### src/rtl/instr_encoder.sv
// RV32I instruction encoder and imem loader: packs decoded descriptors into
// 32-bit machine words, buffers them in a small FIFO and writes them to
// consecutive word addresses of the instruction memory.
module instr_encoder #(
  parameter int FIFO_DEPTH = 4,
  parameter int ADDR_W     = 32
) (
  input  logic              i_clk,
  input  logic              i_rst_n,
  input  logic              i_start,
  input  logic [ADDR_W-1:0] i_base_addr,
  input  logic              i_valid,
  output logic              o_ready,
  input  logic [3:0]        i_fmt,
  input  logic [2:0]        i_fun3,
  input  logic              i_alt,
  input  logic [4:0]        i_rd,
  input  logic [4:0]        i_rs1,
  input  logic [4:0]        i_rs2,
  input  logic [31:0]       i_imm,
  input  logic              i_last,
  output logic              o_wr_en,
  input  logic              i_wr_ready,
  output logic [ADDR_W-1:0] o_wr_addr,
  output logic [31:0]       o_wr_data,
  output logic              o_done,
  output logic              o_err,
  output logic [7:0]        o_err_cnt
);

  localparam int AW = (FIFO_DEPTH > 1) ? $clog2(FIFO_DEPTH) : 1;
  localparam logic [AW:0] FULL_CNT = (AW+1)'(FIFO_DEPTH);

  localparam logic [6:0] OP_R      = 7'b0110011;
  localparam logic [6:0] OP_OPIMM  = 7'b0010011;
  localparam logic [6:0] OP_LOAD   = 7'b0000011;
  localparam logic [6:0] OP_STORE  = 7'b0100011;
  localparam logic [6:0] OP_BRANCH = 7'b1100011;
  localparam logic [6:0] OP_JAL    = 7'b1101111;
  localparam logic [6:0] OP_JALR   = 7'b1100111;
  localparam logic [6:0] OP_LUI    = 7'b0110111;
  localparam logic [6:0] OP_AUIPC  = 7'b0010111;

  typedef enum logic [1:0] {IDLE, RUN, DRAIN} state_t;

  state_t            state_q, state_d;
  logic [31:0]       enc_word;
  logic              illegal;
  logic [31:0]       mem [FIFO_DEPTH];
  logic [AW-1:0]     wr_ptr, rd_ptr;
  logic [AW:0]       count;
  logic              fifo_empty, fifo_full;
  logic              accept, push, pop, start_go;
  logic [ADDR_W-1:0] addr_q;

  assign fifo_empty = (count == '0);
  assign fifo_full  = (count == FULL_CNT);
  assign accept     = i_valid && o_ready;
  assign push       = accept && !illegal;
  assign pop        = o_wr_en && i_wr_ready;
  assign start_go   = (state_q == IDLE) && i_start;

  assign o_wr_en   = !fifo_empty;
  assign o_wr_data = fifo_empty ? '0 : mem[rd_ptr];
  assign o_wr_addr = addr_q;

  // Field packing and legality check for the presented descriptor
  always_comb begin
    enc_word = '0;
    illegal  = 1'b0;
    case (i_fmt)
      4'd0: begin
        enc_word = {1'b0, i_alt, 5'b00000, i_rs2, i_rs1, i_fun3, i_rd, OP_R};
        illegal  = i_alt && !(i_fun3 == 3'b000 || i_fun3 == 3'b101);
      end
      4'd1: begin
        // shift-immediates carry the bit-30 selector above a 5-bit shamt
        if (i_fun3 == 3'b001 || i_fun3 == 3'b101)
          enc_word = {1'b0, i_alt, 5'b00000, i_imm[4:0], i_rs1, i_fun3, i_rd, OP_OPIMM};
        else
          enc_word = {i_imm[11:0], i_rs1, i_fun3, i_rd, OP_OPIMM};
        illegal = i_alt && (i_fun3 != 3'b101);
      end
      4'd2: begin
        enc_word = {i_imm[11:0], i_rs1, i_fun3, i_rd, OP_LOAD};
        illegal  = (i_fun3 == 3'b011) || (i_fun3 == 3'b110) || (i_fun3 == 3'b111);
      end
      4'd3: begin
        enc_word = {i_imm[11:5], i_rs2, i_rs1, i_fun3, i_imm[4:0], OP_STORE};
        illegal  = (i_fun3 > 3'b010);
      end
      4'd4: begin
        enc_word = {i_imm[12], i_imm[10:5], i_rs2, i_rs1, i_fun3, i_imm[4:1], i_imm[11], OP_BRANCH};
        illegal  = (i_fun3 == 3'b010) || (i_fun3 == 3'b011);
      end
      4'd5: enc_word = {i_imm[20], i_imm[10:1], i_imm[11], i_imm[19:12], i_rd, OP_JAL};
      4'd6: begin
        enc_word = {i_imm[11:0], i_rs1, 3'b000, i_rd, OP_JALR};
        illegal  = (i_fun3 != 3'b000);
      end
      4'd7: enc_word = {i_imm[31:12], i_rd, OP_LUI};
      4'd8: enc_word = {i_imm[31:12], i_rd, OP_AUIPC};
      default: illegal = 1'b1;
    endcase
  end

  // Session state register
  always_ff @(posedge i_clk or negedge i_rst_n) begin
    if (!i_rst_n) state_q <= IDLE;
    else          state_q <= state_d;
  end

  // Next-state, handshake ready and completion pulse
  always_comb begin
    state_d = state_q;
    o_ready = 1'b0;
    o_done  = 1'b0;
    case (state_q)
      IDLE: if (i_start) state_d = RUN;
      RUN: begin
        o_ready = !fifo_full;
        if (accept && i_last) state_d = DRAIN;
      end
      DRAIN: begin
        if (fifo_empty) begin
          state_d = IDLE;
          o_done  = 1'b1;
        end
      end
      default: state_d = IDLE;
    endcase
  end

  // FIFO storage; contents are don't-care while empty, so no reset
  always_ff @(posedge i_clk) begin
    if (push) mem[wr_ptr] <= enc_word;
  end

  // FIFO pointers and occupancy
  always_ff @(posedge i_clk or negedge i_rst_n) begin
    if (!i_rst_n) begin
      wr_ptr <= '0;
      rd_ptr <= '0;
      count  <= '0;
    end else begin
      if (push) wr_ptr <= wr_ptr + 1'b1;
      if (pop)  rd_ptr <= rd_ptr + 1'b1;
      if (push && !pop)      count <= count + 1'b1;
      else if (!push && pop) count <= count - 1'b1;
    end
  end

  // Write address: loaded at session start, advances one word per write
  always_ff @(posedge i_clk or negedge i_rst_n) begin
    if (!i_rst_n)      addr_q <= '0;
    else if (start_go) addr_q <= i_base_addr;
    else if (pop)      addr_q <= addr_q + ADDR_W'(4);
  end

  // Sticky error flag and saturating drop counter, cleared per session
  always_ff @(posedge i_clk or negedge i_rst_n) begin
    if (!i_rst_n) begin
      o_err     <= 1'b0;
      o_err_cnt <= '0;
    end else if (start_go) begin
      o_err     <= 1'b0;
      o_err_cnt <= '0;
    end else if (accept && illegal) begin
      o_err <= 1'b1;
      if (o_err_cnt != 8'hFF) o_err_cnt <= o_err_cnt + 8'd1;
    end
  end

endmodule

### config.mk
export PLATFORM = sky130hd
export DESIGN_NAME = instr_encoder
export DESIGN_NICKNAME = d
export VERILOG_FILES = /design/src/rtl/instr_encoder.sv
export SDC_FILE = /design/constraint.sdc
export NUM_CORES = 1
export LEC_CHECK = 0
export ABC_AREA = 1
export CAP_MARGIN = 5
export CELL_PAD_IN_SITES_DETAIL_PLACEMENT = 1
export CELL_PAD_IN_SITES_GLOBAL_PLACEMENT = 1
export CORE_AREA = 3 3 191 193
export CTS_BUF_LIST = sky130_fd_sc_hd__clkbuf_4
export DETAILED_ROUTE_END_ITERATION = 12
export DIE_AREA = 0 0 194 196
export HOLD_SLACK_MARGIN = 0.08
export PLACE_DENSITY = 0.62
export SETUP_SLACK_MARGIN = 0.2
export SYNTH_ARGS = -nofsm -noshare
export SYNTH_HDL_FRONTEND = slang
export SYNTH_SLANG_ARGS = --single-unit
### constraint.sdc
create_clock -name i_clk -period 3.35 [get_ports i_clk]
set_input_delay 1.005 -clock i_clk [delete_from_list [all_inputs] [get_ports i_clk]]
set_output_delay 1.005 -clock i_clk [all_outputs]
set_load 0.1 [all_outputs]
**Word level (Yosys, flattened, before mapping)**

Memory sizes are Yosys's and may differ from the RTL's.
Index checks and enable logic that the tools add are counted.

- Register bits after elaboration: 50
- RAM bits: 128
- Input bits: 93
- Output and inout port bits: 76
- Word-level logic and storage cells: 92
- Memories: 1

- $add $sub $neg: 6
- $lt $le $gt $ge: 1
- Equality and inequality tests: 22
- Multiplexer cells: 22
- Reduce and logical (&&, ||, !) cells: 33

Memories:

| memory | words | width | rd ports | clocked after memory_dff | wr ports | line | RTL |
|---|---|---|---|---|---|---|---|
| mem | 4 | 32 | 1 | 0 | 1 | 49 | `logic [31:0] mem [FIFO_DEPTH];` |

Operators by type and width:

| kind | count |
|---|---|
| $pmux W32 S9 | 1 |
| $mux W32 | 4 |
| $add A32 B3 Y32 const B | 1 |
| $mux W8 | 3 |
| $eq A4 B3 Y1 const B | 4 |
| $eq A3 B3 Y1 const B | 4 |
| $logic_and A1 B1 Y1 | 10 |
| $add A8 B1 Y8 const B | 1 |
| $eq A4 B2 Y1 const B | 2 |
| $ne A8 B8 Y1 const B | 1 |
| $reduce_bool A2 Y1 | 4 |
| $mux W1 | 7 |
| $pmux W1 S7 | 1 |
| $eq A3 B2 Y1 const B | 2 |
| $logic_not A1 Y1 | 6 |
| $logic_not A3 Y1 | 2 |
| $mux W2 | 3 |
| $mux W3 | 2 |
| $ne A2 B2 Y1 const B | 3 |
| $pmux W2 S3 | 1 |
| $logic_or A1 B1 Y1 | 5 |
| $add A2 B1 Y2 const B | 2 |
| $eq A4 B1 Y1 const B | 1 |
| $eq A4 B4 Y1 const B | 1 |
| other kinds (13) | 13 |

**Depth between registers and ports, before layout**

- Depth in word-level cells: 11
- Depth in mapped cells: 15
- Depth with buffers taken out: 14

**Worst setup path after synthesis**

Ideal clock, no wire load.

- Path kind: register to output
- Start: register count[0]
- End: output o_done
- Arrival: 3359 ps
- Data required time: 2345 ps
- Path slack: -1014 ps
- Stages on the path, launching flop included: 4
- Path through: dfrtp_1 nor3_4 inv_1 nor3_1

- Cells in the longest elaborated chain, start to end: 3

Ends and longest elaborated chain:

| element | line | RTL |
|---|---|---|
| start: declaration | 51 | `logic [AW:0] count;` |
| start signal: assignment | 148 | `if (push && !pop) count <= count + 1'b1;` |
| start signal: assignment | 149 | `else if (!push && pop) count <= count - 1'b1;` |
| $logic_not A3 Y1 | 56 | `assign fifo_empty = (count == '0);` |
| $mux W1 | 125 | `if (fifo_empty) begin` |
| $mux W1 | 118 | `case (state_q)` |
| end: declaration | 26 | `output logic o_done,` |

Every way passes these cells.

**Worst setup path in the final report**

- Start: register rd_ptr[1]
- End: output o_wr_data[4]

- Cells in the longest elaborated chain, start to end: 2

Ends and longest elaborated chain:

| element | line | RTL |
|---|---|---|
| start: declaration | 50 | `logic [AW-1:0] wr_ptr, rd_ptr;` |
| start signal: assignment | 147 | `if (pop) rd_ptr <= rd_ptr + 1'b1;` |
| $mem_v2 Z4 W32 | - |  |
| $mux W32 | 64 | `assign o_wr_data = fifo_empty ? '0 : mem[rd_ptr];` |
| end: declaration | 25 | `output logic [31:0] o_wr_data,` |

Every way passes these cells.

==> results_dict.tcl <==
set metrics [dict create \
    drv_slew 0 \
    final_hold_viol_count 0 \
    nets 1299 \
    die_h_um 196 \
    seq_area_sq_um 4980 \
    cp-startpoint "rd_ptr[1]" \
    end_kind "output pin" \
    worstSkewPairLatency_ns 0.60 \
    setup_viol 0 \
    crit_arrival_ns 2.12 \
    status "finished, final reports clean" \
    drtIter0Drc 369 \
    die_w_um 194 \
    period_needed_ns 3.12 \
    grt_use_total 0.154 \
    syn2layout_area_growth_pct 46.2 \
    start_util 0.251 \
    yosysWarnings 0 \
    portBuffers 168 \
    vias 7851 \
    whs_ns 0.405 \
    cts_tree "yes" \
    cts_root_buf "clkbuf_4" \
    routed_wl_um 31200 \
    row_count 68 \
    slew_headroom 0.573 \
    final_cell_count_no_fill 1667 \
    crit_path_start_kind "flop" \
    worst_hold_path_type "input pin to async pin" \
    ant_nets 0 \
    grt_pass1_vias 8141 \
    path_max_fanout 9 \
    synth_edf_count 124 \
    netlist_area_sq_um 8700 \
    synth.distinct_cells 48 \
    overflow 0 \
    maxCapViolCount 0 \
    htreeDepth 4 \
    syn_avg_cell_area_sq_um 8.95 \
    core_area_sq_um 34700 \
    syn_nets 1073 \
    wl_per_cell_um 18.7 \
    cp.required_ns 2.34 \
    netlist_instances 972 \
    multi_input_comb_area_sq_um 3620 \
    avgViaCountPerCell 4.71 \
    antenna_found_initial 1 \
    grt_pass1_wl_um 46200 \
    skew_ns 0.0393 \
    dp_cells 1607 \
    r2r_start "state_q[1]" \
    fill_cells 3960 \
    drive_gt1_frac 0.244 \
    ys_seq_area_frac 0.572 \
    synth.ff_latch_count 174 \
    io_pins 169 \
    worstMarginPinSlew_ns 0.641 \
    synth_top_flop_cell "edfxtp_1" \
    fin_tns_setup_ns 0 \
    fin_crit_sh 0.932 \
    fmax_mhz 320 \
    die-area_sq_um 38000 \
    place_congestion 0.827 \
    cts.clk_slew.worst_paths_ns 0.19 \
    grt_max_degree 52 \
    drtPass1Iterations 4 \
    drc_errors 0 \
    cts.path.max_buffers 2 \
    synthArstFlopShare 0.287 \
    cts_sinks 174 \
    post-dp-hpwl_um 21100 \
    crit_type "flop to output pin" \
    cts_buffers 17 \
    rsz0062_at_grt "yes" \
]
## stage by stage
stage / utilization / setup WS (ns) / cell area (sq um)
detailed placement: 0.338 / -0.0951 / 11700
floorplan: - / -0.170 / 8880
global route: 0.366 / 0.0867 / 12700
CTS: 0.353 / 0.194 / 12200
global placement: 0.338 / -0.0319 / 11700
finish: 0.366 / 0.227 / 12700
## registers in the layout, summed over array words and instances, names as in the netlist
register,cells
rd_ptr,2
state_q,2
wr_ptr,2
o_wr_addr,32
mem,124
count,3
o_err_cnt,8
o_err,1
## area by class of cell
cell class                 count  share of cell area
sequential                   174               0.391
clock inverter                15              0.0155
antenna                        1            0.000197
tap                          455              0.0447
multi-input combinational    682               0.285
clock buffer                  17              0.0100
timing repair buffer         248               0.231
inverter                      75              0.0227
## synth_stat cells (4+ instances only)
cell	instances	area, sq um
o21ai_0	114	571
nor3_1	15	75.1
inv_1	69	259
o22ai_1	8	50.1
buf_2	8	40.0
nand3_1	42	210
nand3b_1	4	30.0
nor2_1	211	792
inv_2	6	22.5
nand2_1	158	593
o211ai_1	5	37.5
clkbuf_1	25	93.8
dfrtp_1	50	1250
a21oi_1	49	245
a22oi_1	6	45.0
edfxtp_1	124	3720
buf_1	4	15.0
xor2_1	11	96.3
nand4_1	8	50.1
ha_1	7	87.6
a211oi_1	5	37.5
## worst max-delay path, cell delays in order (launching register included)
cell and delay (ns):
dfrtp_1 0.45, clkinvlp_4 0.14, buf_4 0.15, buf_12 0.14, nor2_2 0.11, o21ai_2 0.06, a21oi_2 0.26, buf_12 0.21
## timing repair
item | 4_1_cts | 5_1_grt
hold buffers | 0 | 0
pin swaps | 3 | 27
cloned | 3 | 8
endpoints found under the setup margin | 29 | 31
resized for setup | 17 | 106
setup buffers | 7 | 9
## metal layers
layer | GRT usage | part of all wire | up-vias
met4 | 0.0309 | 0.010 | 0
li1 | - | - | 3762
met1 | 0.199 | 0.45 | 3905
met5 | 0 | 0 | -
met3 | 0.0264 | 0.034 | 24
met2 | 0.275 | 0.51 | 160
## final timing paths
path | end | slack, ns | cells after the start
worst max-delay path | o_wr_data[4] | 0.23 | 7
worst min-delay path | o_wr_addr[4] | 0.40 | 1
worst max register to register | count[2] | 1.02 | 13
worst min register to register | o_wr_addr[1] | 0.52 | 2
max in group asynchronous | count[1] | 2.33 | 2
min in group i_clk | o_wr_addr[1] | 0.52 | 2
## cell usage in the layout, fill, tap and decap left out, drive strengths merged, types with 2 or more instances in the layout
master and count:
a211oi 5, clkbuf 24, ha 7, a22oi 6, o211ai 5, nor2 216, or2 2, inv 81
nor3b 2, edfxtp 124, clkinv 6, clkdlybuf4s50 91, nand2 161, nand4 9, nand3 45, nand3b 4
xor2 11, o21ai 117, a31oi 3, a21oi 49, dfrtp 50, o31ai 3, o22ai 8, buf 149
clkinvlp 3, xnor2 3, nor3 16
## kinds of logic after synthesis
logic type	Yosys count	synth area share
AOI/OAI and AO/OA	202	0.126
xor gates and xnor gates	14	0.0141
adders and majority gates	8	0.0124
buffers and inverters	116	0.0533
DFF	174	0.572
muxes	1	0.00129
and+or+nand+nor	457	0.221
Power is not shown: default switching activity piles up to over one toggle a cycle in this logic, so the estimate is an artifact.
